## src/rtl/ps2_host_tx.sv

```systemverilog
// ps2_host_tx: PS/2 host-to-device transmitter.
//
// Sends one command byte to a PS/2 device and reports the device ACK or a
// failure. Both PS/2 lines are open-drain and are driven through output
// enables. A top-level tristate turns each enable into "pin = 0" when the
// enable is high and "pin = Z" when it is low.
//
// Frame on the wire: start(0), d0..d7 (LSB first), odd parity, stop(1). The
// device then pulls data low for one more clock as the ACK.
//
// Parameters:
//   INHIBIT_CYCLES  cycles the clock line is held low before the request
//   TIMEOUT_CYCLES  cycles allowed from releasing the clock to a completed ACK
//
// Ports:
//   clk         system clock
//   reset       synchronous, active-high
//   cmd_valid   request to send cmd_data
//   cmd_data    command byte
//   cmd_ready   high when a command can be accepted
//   done        one-cycle pulse: byte sent and ACK received
//   error       one-cycle pulse: no ACK, or timeout
//   rx_inhibit  high whenever a transfer is in progress (receiver ignores clk)
//   ps2_clk_in  raw PS2_CLK pin
//   ps2_dat_in  raw PS2_DAT pin
//   ps2_clk_oe  1 = pull PS2_CLK low
//   ps2_dat_oe  1 = pull PS2_DAT low
module ps2_host_tx #(
    parameter int unsigned INHIBIT_CYCLES = 6000,
    parameter int unsigned TIMEOUT_CYCLES = 1000000
) (
    input  logic       clk,
    input  logic       reset,
    input  logic       cmd_valid,
    input  logic [7:0] cmd_data,
    output logic       cmd_ready,
    output logic       done,
    output logic       error,
    output logic       rx_inhibit,
    input  logic       ps2_clk_in,
    input  logic       ps2_dat_in,
    output logic       ps2_clk_oe,
    output logic       ps2_dat_oe
);

    // One timer serves both the inhibit phase and the transfer timeout; the
    // two never overlap, so it is sized for the larger of the two limits.
    localparam int unsigned MaxCycles =
        (INHIBIT_CYCLES > TIMEOUT_CYCLES) ? INHIBIT_CYCLES : TIMEOUT_CYCLES;
    localparam int unsigned TW = $clog2(MaxCycles + 1);

    localparam logic [TW-1:0] InhibitLast = TW'(INHIBIT_CYCLES - 1);
    localparam logic [TW-1:0] TimeoutLast = TW'(TIMEOUT_CYCLES - 1);

    typedef enum logic [2:0] {
        StIdle,
        StInhibit,
        StReq,
        StStart,
        StData,
        StParity,
        StAck,
        StWaitRel
    } state_e;

    state_e        state_q;
    logic [TW-1:0] timer_q;
    logic [2:0]    bit_cnt_q;   // index of the data bit currently on the line
    logic [7:0]    shift_q;
    logic          parity_q;

    // Two-flop synchronisers plus one history flop for edge detection.
    logic clk_meta_q;
    logic clk_sync_q;
    logic clk_prev_q;
    logic dat_meta_q;
    logic dat_sync_q;

    logic fall;
    logic timed_state;
    logic timeout_hit;

    always_comb begin
        fall        = clk_prev_q & ~clk_sync_q;
        timed_state = (state_q == StStart)  || (state_q == StData) ||
                      (state_q == StParity) || (state_q == StAck)  ||
                      (state_q == StWaitRel);
        // The timer counts cycles spent since START was entered, so matching
        // TimeoutLast here raises error exactly TIMEOUT_CYCLES after entry.
        timeout_hit = timed_state && (timer_q == TimeoutLast);
    end

    always_ff @(posedge clk) begin
        if (reset) begin
            state_q    <= StIdle;
            timer_q    <= '0;
            bit_cnt_q  <= '0;
            shift_q    <= '0;
            parity_q   <= 1'b0;
            // Idle lines are high; presetting the synchronisers to 1 keeps a
            // released bus from looking like an edge straight after reset.
            clk_meta_q <= 1'b1;
            clk_sync_q <= 1'b1;
            clk_prev_q <= 1'b1;
            dat_meta_q <= 1'b1;
            dat_sync_q <= 1'b1;
            cmd_ready  <= 1'b1;
            done       <= 1'b0;
            error      <= 1'b0;
            rx_inhibit <= 1'b0;
            ps2_clk_oe <= 1'b0;
            ps2_dat_oe <= 1'b0;
        end else begin
            clk_meta_q <= ps2_clk_in;
            clk_sync_q <= clk_meta_q;
            clk_prev_q <= clk_sync_q;
            dat_meta_q <= ps2_dat_in;
            dat_sync_q <= dat_meta_q;

            done  <= 1'b0;
            error <= 1'b0;

            if (timeout_hit) begin
                // Timeout wins over any clock edge arriving in the same cycle.
                ps2_clk_oe <= 1'b0;
                ps2_dat_oe <= 1'b0;
                error      <= 1'b1;
                rx_inhibit <= 1'b0;
                state_q    <= StIdle;
            end else begin
                if (timed_state) begin
                    timer_q <= timer_q + 1'b1;
                end

                unique case (state_q)
                    StIdle: begin
                        ps2_clk_oe <= 1'b0;
                        ps2_dat_oe <= 1'b0;
                        rx_inhibit <= 1'b0;
                        if (cmd_valid && cmd_ready) begin
                            shift_q    <= cmd_data;
                            parity_q   <= ~^cmd_data;
                            timer_q    <= '0;
                            bit_cnt_q  <= '0;
                            cmd_ready  <= 1'b0;
                            ps2_clk_oe <= 1'b1;
                            rx_inhibit <= 1'b1;
                            state_q    <= StInhibit;
                        end else begin
                            // Also re-arms ready one cycle after done/error.
                            cmd_ready <= 1'b1;
                        end
                    end

                    StInhibit: begin
                        if (timer_q == InhibitLast) begin
                            ps2_dat_oe <= 1'b1;
                            state_q    <= StReq;
                        end else begin
                            timer_q <= timer_q + 1'b1;
                        end
                    end

                    StReq: begin
                        // Release the clock with data held low: that is the
                        // request-to-send and the start bit at once.
                        ps2_clk_oe <= 1'b0;
                        timer_q    <= '0;
                        state_q    <= StStart;
                    end

                    StStart: begin
                        if (fall) begin
                            ps2_dat_oe <= ~shift_q[0];
                            shift_q    <= shift_q >> 1;
                            bit_cnt_q  <= '0;
                            state_q    <= StData;
                        end
                    end

                    StData: begin
                        if (fall) begin
                            if (bit_cnt_q == 3'd7) begin
                                ps2_dat_oe <= ~parity_q;
                                state_q    <= StParity;
                            end else begin
                                ps2_dat_oe <= ~shift_q[0];
                                shift_q    <= shift_q >> 1;
                                bit_cnt_q  <= bit_cnt_q + 3'd1;
                            end
                        end
                    end

                    StParity: begin
                        if (fall) begin
                            ps2_dat_oe <= 1'b0;   // stop bit is a released line
                            state_q    <= StAck;
                        end
                    end

                    StAck: begin
                        if (fall) begin
                            if (!dat_sync_q) begin
                                state_q <= StWaitRel;
                            end else begin
                                error      <= 1'b1;
                                rx_inhibit <= 1'b0;
                                state_q    <= StIdle;
                            end
                        end
                    end

                    StWaitRel: begin
                        if (clk_sync_q && dat_sync_q) begin
                            done       <= 1'b1;
                            rx_inhibit <= 1'b0;
                            state_q    <= StIdle;
                        end
                    end

                    default: begin
                        state_q <= StIdle;
                    end
                endcase
            end
        end
    end

endmodule

```

## config.mk

```make
export PLATFORM = sky130hd
export DESIGN_NAME = ps2_host_tx
export DESIGN_NICKNAME = d
export VERILOG_FILES = /design/src/rtl/ps2_host_tx.sv
export SDC_FILE = /design/constraint.sdc
export NUM_CORES = 1
export LEC_CHECK = 0
export CORE_ASPECT_RATIO = 0.9
export CORE_MARGIN = 2
export CORE_UTILIZATION = 50
export CTS_BUF_LIST = sky130_fd_sc_hd__clkbuf_8 sky130_fd_sc_hd__clkbuf_16
export DETAILED_ROUTE_END_ITERATION = 16
export MAX_ROUTING_LAYER = met4
export PLACE_DENSITY = 0.74
export SLEW_MARGIN = 10
export SYNTH_ARGS = -nofsm -noshare
export SYNTH_HDL_FRONTEND = slang
export SYNTH_SLANG_ARGS = --single-unit
```

## constraint.sdc

```tcl
create_clock -name clk -period 1.9 [get_ports clk]
set_input_delay 0.38 -clock clk [delete_from_list [all_inputs] [get_ports clk]]
set_output_delay 0.38 -clock clk [all_outputs]
set_load 0.05 [all_outputs]
```

==> impl_metrics.toml <==
[global_route]
grt.busiest_layer = "met2"
met3_usage_pct = 5.26
grt_pass1_wl_um = 14000
grtUsageTotal_pct = 29.2
antenna_found_initial = 0
grt_max_degree = 21
grt.overflow.total = 0
grt_util_met1_pct = 40.2
use_met2_pct = 44.5
grt_pass1_vias = 2790

[cells_and_area]
diodes = 0
drive_gt1_share_pct = 38.5
nets = 428
multi_input_area_mm2 = 0.00204
fin_util_pct = 74.9
syn2layout_area_growth_pct = 42.6
fillers = 360
stdcell_area_mm2 = 0.00401
ff_latch_area_um2 = 927

[hold_path]
hold_class = "register to register"

[power]
pwr-share-comb_pct = 55.5
p_seq_share_pct = 28.9
total_power_mw = 4.24
p_switching_mw = 1.84
p_per_area_mw_per_mm2 = 1060
switching_share_pct = 43.5
p_int_mw = 2.40
pwr-share-clk_pct = 15.6
p_leak_nw = 1.37
irDropWorstVdd_mv = 0.867

[placement]
pre_cts_slack_ns = -0.247
place_area_mm2 = 0.00342
io_buffers = 18
dp_hpwl_um = 6100
gp_congestion = 0.981

[clock_tree]
clockRootBuffer = "clkbuf_8"
clk_latency_ns = 0.32
cts_buffer_depth = 2
cts_buffers = 5
holdBufCountCts = 0
cts_tree = "yes"
cts.reportedPaths.clkPinSlew_ns = 0.10
htree_levels = 2
cts_sinks = 46

[worst_setup_path]
reg2reg_from = "timer_q[7]"
reg2reg_depth = 6
crit-reg2reg-capture = "timer_q[15]"
cp.arrival_ns = 2.46
startpoint = "timer_q[7]"
crit_type = "register to register"
cp.required_ns = 2.14
r2r_slack_ns = -0.31
cp-start-kind = "register"
endpoint = "timer_q[15]"
cp_max_fo = 4
end_kind = "register"

[die]
rows = 25
core_mm2 = 0.00535
start_util_pct = 52.5
die_width_um = 83.0
die_y_um = 75.1
design.die.area_mm2 = 0.00623
io_pins = 19

[synth]
syn_inst = 335
synth_area_leaders = "dfxtp_1, a21oi_1, nand3_1"
ys.warnings.count = 0
synthFlopType = "dfxtp_1"
yosysMostFrequentCell = "dfxtp_1"
syn-num-nets = 351
avgSynthCellArea_um2 = 8.38
synth_area_mm2 = 0.00281
ys_ff_latch = 46
synth-edff-count = 0
synth_seq_area_share_pct = 32.8
ys_top_cells_by_count = "dfxtp_1, nand2_1, a21oi_1, nor2_1, nand3_1"
synth_top_area_share_pct = 32.8
synth_top_area_cell = "dfxtp_1"
yosysUniqueCellTypes = 58
async_flop_share_pct = 0

[timing]
setup_viol = 39
timing.final.crit_share_pct = 117
max-slew-margin-rel_pct = 58.8
setup_tns_ns = -6.96
period_needed_ns = 2.21
fin_ws_ns = -0.314
tightest_slew_ns = 0.612
finClkSkew_ns = 0.00929
max_clock_freq_mhz = 452
hold_viol = 0
rsz0062_at_grt = "true"
final_max_slew_viol_count = 0

[drt]
wl_um = 9710
drc = 0
dr.pass1.iters = 5
vias = 3168
viasPerCell = 6.60
drt_iter0_drc = 496
routedWlPerCell_um = 20.2
final_antenna_net_count = 0

[status]
violations = "negative setup slack"
status = "finished with violations"

[flow_run]
cap_violations = 0
[per-layer routing]
metal | part of all wire [%] | vias up
li1 | - | 1447
met1 | 45 | 1507
met2 | 45 | 194
met3 | 9.2 | 20
met4 | 1.5 | 0
met5 | 0 | -
[layout by cell type, fill, tap and decap left out, drive strengths merged, types with 9 or more instances in the layout]
cell and count:
a211oi 11, nor3 12, nor2 21, nand3 20
mux2i 9, nand2 25, o21ai 13, buf 73
clkdlybuf4s50 17, nand4 10, dfxtp 46, a21oi 25
a31oi 11
[kinds of logic (layout without fill, tap and decap cells)]
kind of cell | Yosys count | in the layout | synth area share (%)
flops | 46 | 46 | 32.8
fa+ha+maj | 3 | 3 | 1.34
buf+inv | 29 | 105 | 6.95
simple gates | 147 | 148 | 30.3
xor+xnor | 7 | 7 | 2.18
mux | 9 | 9 | 3.21
compound gates | 94 | 95 | 23.2
[worst max-delay path, stage by stage (launching register included)]
cell	delay, ns
dfxtp_2	0.33
or4_4	0.56
nor3_1	0.37
and3_1	0.45
buf_4	0.21
o31ai_4	0.07
a31oi_1	0.17
[through the flow]
step / instances / hold slack (ns)
2_1_floorplan: 335 / 0.389
3_3_place_gp: 462 / 0.399
3_5_place_dp: 462 / 0.398
4_1_cts: 475 / 0.425
5_1_grt: 480 / 0.434
6_report: 480 / 0.424
[final cells by class]
type | instances | area share, %
Sequential cell | 46 | 23.1
Inverter | 5 | 0.468
Clock inverter | 3 | 0.625
Tap cell | 67 | 2.09
Multi-Input combinational cell | 262 | 50.9
Timing Repair Buffer | 92 | 21.0
Clock buffer | 5 | 1.72
[worst min path at each step]
| stage | slack, ns | from | depth (start not counted) | to |
|---|---|---|---|---|
| after floorplan | 0.39 | clk_meta_q | 1 | clk_sync_q |
| final | 0.42 | dat_meta_q | 1 | dat_sync_q |
| after global routing | 0.43 | clk_meta_q | 1 | clk_sync_q |
| after CTS | 0.42 | clk_meta_q | 1 | clk_sync_q |
| after global placement | 0.40 | clk_meta_q | 1 | clk_sync_q |
| after detailed placement | 0.40 | clk_meta_q | 1 | clk_sync_q |
[flip-flops by register name (all words and copies together), names as in the netlist]
name	count
cmd_ready	1
done	1
clk_meta_q	1
rx_inhibit	1
ps2_dat_oe	1
clk_prev_q	1
parity_q	1
error	1
clk_sync_q	1
shift_q	8
dat_meta_q	1
dat_sync_q	1
timer_q	20
ps2_clk_oe	1
bit_cnt_q	3
state_q	3
[what timing repair did]
action / 4_1_cts / 5_1_grt
gates resized for setup: 35 / 38
gates cloned: 3 / 3
pin swaps: 28 / 17
endpoints found under the setup margin: 38 / 38
buffers inserted: 3 / 2
[power groups by stage]
stage | registers, mW | logic, mW | clock network, mW
4_1_cts | 1.21 | 1.98 | 0.659
2_1_floorplan | 1.30 | 1.05 | 0
5_1_grt | 1.24 | 2.47 | 0.700
3_5_place_dp | 1.22 | 1.74 | 0
6_report | 1.23 | 2.35 | 0.660
3_3_place_gp | 1.21 | 1.72 | 0
Note: power is estimated with default switching activity, not from simulation.
